<file path="src/rtl/mem_pkg.sv">
// mem_pkg: FSM state encoding and R_W constants for the memory-fetch handshake
package mem_pkg;
    typedef enum logic [1:0] {
        IDLE = 2'd0,
        BUSY = 2'd1,
        DONE = 2'd2
    } state_t;
    localparam logic RD = 1'b1;
    localparam logic WR = 1'b0;
endpackage

</file>
<file path="src/rtl/mem_array.sv">
// mem_array: single-port word array, synchronous write, registered read
module mem_array #(
    parameter int ADDR_W = 8,
    parameter int DATA_W = 16
) (
    input  logic              clk,
    input  logic              rst_n,
    input  logic              en_i,
    input  logic              we_i,
    input  logic [ADDR_W-1:0] addr_i,
    input  logic [DATA_W-1:0] wdata_i,
    output logic [DATA_W-1:0] rdata_o
);
    logic [DATA_W-1:0] mem_q [2**ADDR_W];
    logic [DATA_W-1:0] rdata_q;
    // contents are deliberately never reset so they survive a reset pulse
    always_ff @(posedge clk) begin
        if (en_i && we_i) mem_q[addr_i] <= wdata_i;
    end
    always_ff @(posedge clk or negedge rst_n) begin
        if (!rst_n) rdata_q <= '0;
        else if (en_i && !we_i) rdata_q <= mem_q[addr_i];
    end
    assign rdata_o = rdata_q;
endmodule

</file>
<file path="src/rtl/mem_responder.sv">
// mem_responder: EN/MFC handshake responder with fixed wait states in front of mem_array
module mem_responder
    import mem_pkg::*;
#(
    parameter int ADDR_W      = 8,
    parameter int DATA_W      = 16,
    parameter int WAIT_CYCLES = 2
) (
    input  logic              clk,
    input  logic              reset,
    input  logic [15:0]       address,
    input  logic [DATA_W-1:0] data_in,
    output logic [DATA_W-1:0] data_out,
    input  logic              R_W,
    input  logic              EN,
    output logic              MFC
);
    state_t            state_q;
    logic [3:0]        cnt_q;
    logic [ADDR_W-1:0] addr_q;
    logic [DATA_W-1:0] wdata_q;
    logic              rw_q;
    logic              mfc_q;
    logic              access;
    logic              unused_addr;
    // the array port fires only on a completion edge that is not being aborted
    assign access      = state_q == BUSY && EN && cnt_q == 4'd0;
    assign unused_addr = ^address;
    assign MFC         = mfc_q;
    always_ff @(posedge clk or negedge reset) begin
        if (!reset) begin
            state_q <= IDLE;
            cnt_q   <= '0;
            mfc_q   <= 1'b0;
            addr_q  <= '0;
            wdata_q <= '0;
            rw_q    <= RD;
        end else begin
            case (state_q)
                IDLE: if (EN) begin
                    addr_q  <= address[ADDR_W-1:0];
                    wdata_q <= data_in;
                    rw_q    <= R_W;
                    cnt_q   <= 4'(WAIT_CYCLES);
                    state_q <= BUSY;
                end
                BUSY: if (!EN) state_q <= IDLE;
                else if (cnt_q != 4'd0) cnt_q <= cnt_q - 4'd1;
                else begin
                    state_q <= DONE;
                    mfc_q   <= 1'b1;
                end
                DONE: if (!EN) begin
                    state_q <= IDLE;
                    mfc_q   <= 1'b0;
                end
                default: state_q <= IDLE;
            endcase
        end
    end
    mem_array #(.ADDR_W(ADDR_W), .DATA_W(DATA_W)) u_array (
        .clk    (clk),
        .rst_n  (reset),
        .en_i   (access),
        .we_i   (rw_q == WR),
        .addr_i (addr_q),
        .wdata_i(wdata_q),
        .rdata_o(data_out)
    );
endmodule

</file>
<file path="config.mk">
export PLATFORM = sky130hd
export DESIGN_NAME = mem_responder
export DESIGN_NICKNAME = d
export VERILOG_FILES = /design/src/rtl/mem_pkg.sv /design/src/rtl/mem_array.sv /design/src/rtl/mem_responder.sv
export SDC_FILE = /design/constraint.sdc
export NUM_CORES = 2
export LEC_CHECK = 0
export CAP_MARGIN = 20
export CORE_MARGIN = 2
export CORE_UTILIZATION = 49
export DETAILED_ROUTE_END_ITERATION = 8
export PLACE_DENSITY = 0.73
export SETUP_SLACK_MARGIN = 0.2
export SLEW_MARGIN = 20
export SYNTH_ARGS = -nofsm -noshare
export SYNTH_HDL_FRONTEND = slang
export SYNTH_SLANG_ARGS = --single-unit
</file>
<file path="constraint.sdc">
create_clock -name clk -period 5.1 [get_ports clk]
set_input_delay 1.53 -clock clk [delete_from_list [all_inputs] [get_ports clk]]
set_output_delay 1.53 -clock clk [all_outputs]
set_load 0.05 [all_outputs]
</file>
# ---- Word level (Yosys, flattened, before mapping)
# Memory sizes are Yosys's and may differ from the RTL's. A register that Yosys moved wholly into a read port is not among the register bits.
# Cells that the tools add are included.
dict set report classes {
  add_sub_neg 1
  n_eq_ne 8
  n_mux 15
  bitwise_logic 1
  reduce_logical 14
}
# cell count
set ops {}
lappend ops {{two-way mux 4 bit} 3}
lappend ops {{two-way mux 2 bit} 4}
lappend ops {{!= test 2 bit (second input constant)} 4}
lappend ops {{one-hot mux 4 bit (2 select lines)} 1}
lappend ops {{AND reduction 4 bit} 2}
lappend ops {{one-hot mux 2 bit (3 select lines)} 1}
lappend ops {{two-way mux 1 bit} 5}
lappend ops {{logical AND 1 bit} 4}
lappend ops {{zero test 4 bit} 1}
lappend ops {{nonzero test 2 bit} 2}
lappend ops {{nonzero test 4 bit} 1}
lappend ops {{subtractor 4 x 1 -> 4 bit (second input constant)} 1}
lappend ops {{!= test 3 bit (second input constant)} 1}
lappend ops {{AND reduction 3 bit} 1}
lappend ops {{equality test 2 x 1 -> 1 bit (second input constant)} 1}
lappend ops {{equality test 2 bit (second input constant)} 1}
lappend ops {{zero test 2 bit} 1}
lappend ops {{!= test 2 x 1 -> 1 bit (second input constant)} 1}
lappend ops {{one-hot mux 1 bit (2 select lines)} 1}
lappend ops {{AND reduction 2 bit} 1}
lappend ops {{zero test 1 bit} 1}
lappend ops {{inverter 1 bit} 1}
dict set report word_totals {
  ff_bits 32
  ramBits 4096
  inputBits 36
  output_inout_bits 17
  elab_cells 46
  mem_count 1
}
# memory depth word_bits rd rd_clocked_by_memory_dff wr line_no
set mem_list {}
lappend mem_list {u_array.mem_q 256 16 1 1 1 mem_array.sv:14} ;# logic [DATA_W-1:0] mem_q [2**ADDR_W];

# ---- Logic depth before layout (Yosys ltp)
dict set report depth {
  word_depth 6
  ltp_mapped 13
}

# ---- Cells and area by module
# A second synthesis with hierarchy kept.
dict set report unflattened {
  cells_unflattened 7227
  hier_area_um2 159993.4
}
# module instances cells_each area_per_inst_um2 seq_area_each_um2
set by_module_without_submodules {}
lappend by_module_without_submodules {mem_array 1 7136 158663.4 123398.3}
lappend by_module_without_submodules {mem_responder 1 91 1330.0 802.0}

# ---- Least setup slack after synthesis
# No wires, ideal clock.
dict set report synth_path {
  kind {register to register}
  from {reg wdata_q[0]}
  to {mem u_array.mem_q[0][0] (data pin)}
  t_arrival_ps 3181
  t_required_ps 4297
  path_slack_ps 1116
  stages_incl_launch_ff 1
  synth_period_minus_slack_ps 3984
  cell_sequence {dfrtp_1}
}
# item line_no
set synth_lines {}
lappend synth_lines {{from (decl)} mem_responder.sv:21} ;# logic [DATA_W-1:0] wdata_q;
lappend synth_lines {{from (signal assigned)} mem_responder.sv:42} ;# wdata_q <= data_in;
lappend synth_lines {{to (decl)} mem_array.sv:14}
# No word-level cell before the write port.

==> metrics.txt <==
status=finished clean; DR vias/cell=6.45; Comb pwr share=0.249; Die Area=0.330 mm2; P_sw=29400 uW; Placed Cells=11600; RSZ-0062 raised after global routing=no; setup repair bufs after CTS=0; CTS tree=done; CTS sink count=4144; worst slew pin tran=1260 ps; sw frac=0.306; commonest cells after routing, fill and taps aside=edfxtp_1, mux4_2, buf_4; final std cells w/o fill=12300; antenna violations before repair=19; #FFs+latches synth=4144; asr flop ratio synth=0.0116; core footprint=0.324 mm2; Worst Hold Launch=state_q[1]$_DFFE_PN0P_; top cells by area, synth=edfxtp_1, mux4_2, mux2i_1, nor2_1, dfrtp_1; maximum VDD drop=0.000519 V; Hold Path End=MFC$_DFFE_PN0P_; Hold Path Depth=1; Max Transition Viols Final=0; Die H=575 um; CP Buf/Inv Count=0; Crit path largest cell delay=1090 ps; PostCTS Resize Cnt=0; WL per Instance=33.5 um; detailed router's first-iteration violation count=12400; Bufs on Longest Clock Path=4; # Max-Cap Violations=0; Avg Synthesized Cell Area=22.5 um2; share of layout cells above drive strength 1=0.284; top cell type's share of synthesized area=0.771; Post-Route Utilization=0.559; clock-pin slew on the worst setup and hold paths=60 ps; DRC=0; ys flop type=edfxtp_1; most frequent CP cell=a22oi_1; R2R setup slack=360 ps; relative slew slack=0.160; cell breakdown of the critical path=and2_2 > a22oi_1 > a22oi_1 > o211ai_1 > o21ai_0 > a41oi_1 > o21bai_1; Clk pwr share=0.304; LEAKAGE=0.0570 uW; clk root buf=clkbuf_16; CP endpoint kind=register; H-tree Lvls=5; remaining antenna violation count after routing=0; crit path max-delay cell type=dfrtp_4; DP Worst Slack=61.5 ps; CP Launch Point=addr_q[0]$_DFFE_PN0P_; leading area contributor after synthesis=edfxtp_1; final worst slack=365 ps; I/O Pins=53; leading cell type in the layout, fill and taps excluded=edfxtp_1; Ys Warns=0; global-route wire length before repair=582 mm; Hold Path Class=register to register; startpoint types=register; Max Fanout on Critical Path=35; Initial DRT Pass Iterations=8; sequential power share=0.446; Placer Congestion=0.925; Global Route Usage Sum=0.247; port buffer count=44; Netlist cell types=67; GRT overflow=0; Syn Std Cell Area=0.160 mm2; Fin Clk Skew=64.8 ps; Cells after Synth=7077; EDFF count, synth=4096; vias in the first global route=78100; Setup violations, final=0; Period minus WS final=4740 ps; Vias=79600; FF-to-FF End=u_array.rdata_o[8]$_DFFE_PN0P_; Syn Nets=7115; Crit path arrival time=5540 ps; largest net degree at the start of global routing=168; Placement Rows=209; Pint=66600 uW; Area Overhead vs Synth=13.5%; post-detail-place hpwl=245 mm; NumNets Final=7701; pwr dens=530 mW/mm2; Fmax achieved=211 MHz; Setup TNS Final=0 ps; Worst EP required=5910 ps; sequential area share after synthesis=0.778; Setup CP Type=register to register; Initial Utilization=0.492; R2R depth=7; clk_lat worst skew=940 ps; number of hold buffers added after CTS=0; Die W=575 um; final WL=413 mm; Tcrit/Tclk final=0.928; Top delay family on crit path=compound AO/OA/AOI/OAI gates; CTS buffer count=402; reg2reg start=addr_q[0]$_DFFE_PN0P_; Final Hold Violating Endpoints=0
-- power groups by stage --
stage,Sequential [uW],Clock [uW],Combinational [uW]
3_3_place_gp,43600,0,23000
4_1_cts,42800,29500,23900
5_1_grt,42900,30800,24800
3_5_place_dp,43500,0,23700
2_1_floorplan,45000,0,13000
6_report,42900,29200,24000
-- area by class of cell --
| class | instances | area (um2) |
|---|---|---|
| diodes | 11 | 27.5 |
| clock buffers | 479 | 10500 |
| clock inverters | 252 | 2420 |
| fillers | 22900 | 143000 |
| inverters | 7 | 33.8 |
| multi-input cells | 2512 | 33100 |
| flip-flops and latches | 4144 | 124000 |
| well taps | 4325 | 5410 |
| repair buffers | 596 | 5420 |
-- cells by family (layout without fill, tap and decap cells) --
family / after synthesis / in the layout / share of synthesized area
buffers and inverters: 421 / 1334 / 0.0153
DFF: 4144 / 4144 / 0.778
AOI/OAI and AO/OA: 487 / 487 / 0.0214
other: 0 / 11 / 0
muxes: 1393 / 1393 / 0.168
xor gates and xnor gates: 2 / 2 / 0.000110
adders and majority gates: 2 / 2 / 0.000157
and+or+nand+nor: 628 / 628 / 0.0169
-- synth_stat cells (3+ instances only) --
library cell	count
o211ai_1	31
o31ai_1	4
nand2_1	144
nor2b_1	33
a221oi_1	19
a31o_1	3
a41o_1	4
o21ai_0	66
a41oi_1	7
nor3_1	12
a31oi_1	11
o221ai_1	13
a21oi_1	47
a311oi_1	7
o21ai_1	12
buf_4	92
and2_1	10
buf_1	18
nor4_1	11
mux4_2	1020
o22a_1	6
clkbuf_1	129
edfxtp_1	4096
nor2_1	332
clkinv_1	3
o311ai_0	3
o22ai_1	65
a2111oi_0	10
buf_2	128
dfrtp_1	47
nand3_1	57
a32oi_1	40
and3_1	8
mux2_2	48
a22oi_1	100
a211oi_1	26
nand4_1	6
buf_6	47
inv_1	3
and4_1	4
mux2i_1	324
-- layer usage --
metal / up-vias / global-route usage / part of all wire
met5: - / 0 / 0.00021
met4: 12 / 0.0995 / 0.047
met3: 849 / 0.0520 / 0.11
met2: 5385 / 0.392 / 0.48
met1: 42100 / 0.336 / 0.37
li1: 31200 / - / -
-- worst max-delay path by stage --
stage | endpoint | cells after the start
final | u_array.rdata_o[8]$_DFFE_PN0P_ | 7
after global routing | u_array.rdata_o[8]$_DFFE_PN0P_ | 7
after CTS | u_array.rdata_o[8]$_DFFE_PN0P_ | 7
after detailed placement | u_array.mem_q[145][11]$_DFFE_PP_ | 8
after global placement | u_array.mem_q[49][14]$_DFFE_PP_ | 8
after floorplan | u_array.mem_q[0][0]$_DFFE_PP_ | 0
-- flip-flops by register name (all words and copies together), names as in the netlist --
name	cells
u_array.rdata_o	16
rw_q	1
u_array.mem_q	4096
addr_q	8
state_q	2
wdata_q	16
cnt_q	4
MFC	1
-- per-stage QoR --
stage / hold slack (ps) / total power, uW / cell area (um2)
after detailed placement: 526 / 67200 / 168000
final: 528 / 96100 / 181000
after floorplan: 486 / 58000 / 160000
after global routing: 574 / 98400 / 181000
after CTS: 533 / 96100 / 181000
after global placement: 514 / 66600 / 168000
Power figures use the tool's default switching activity.
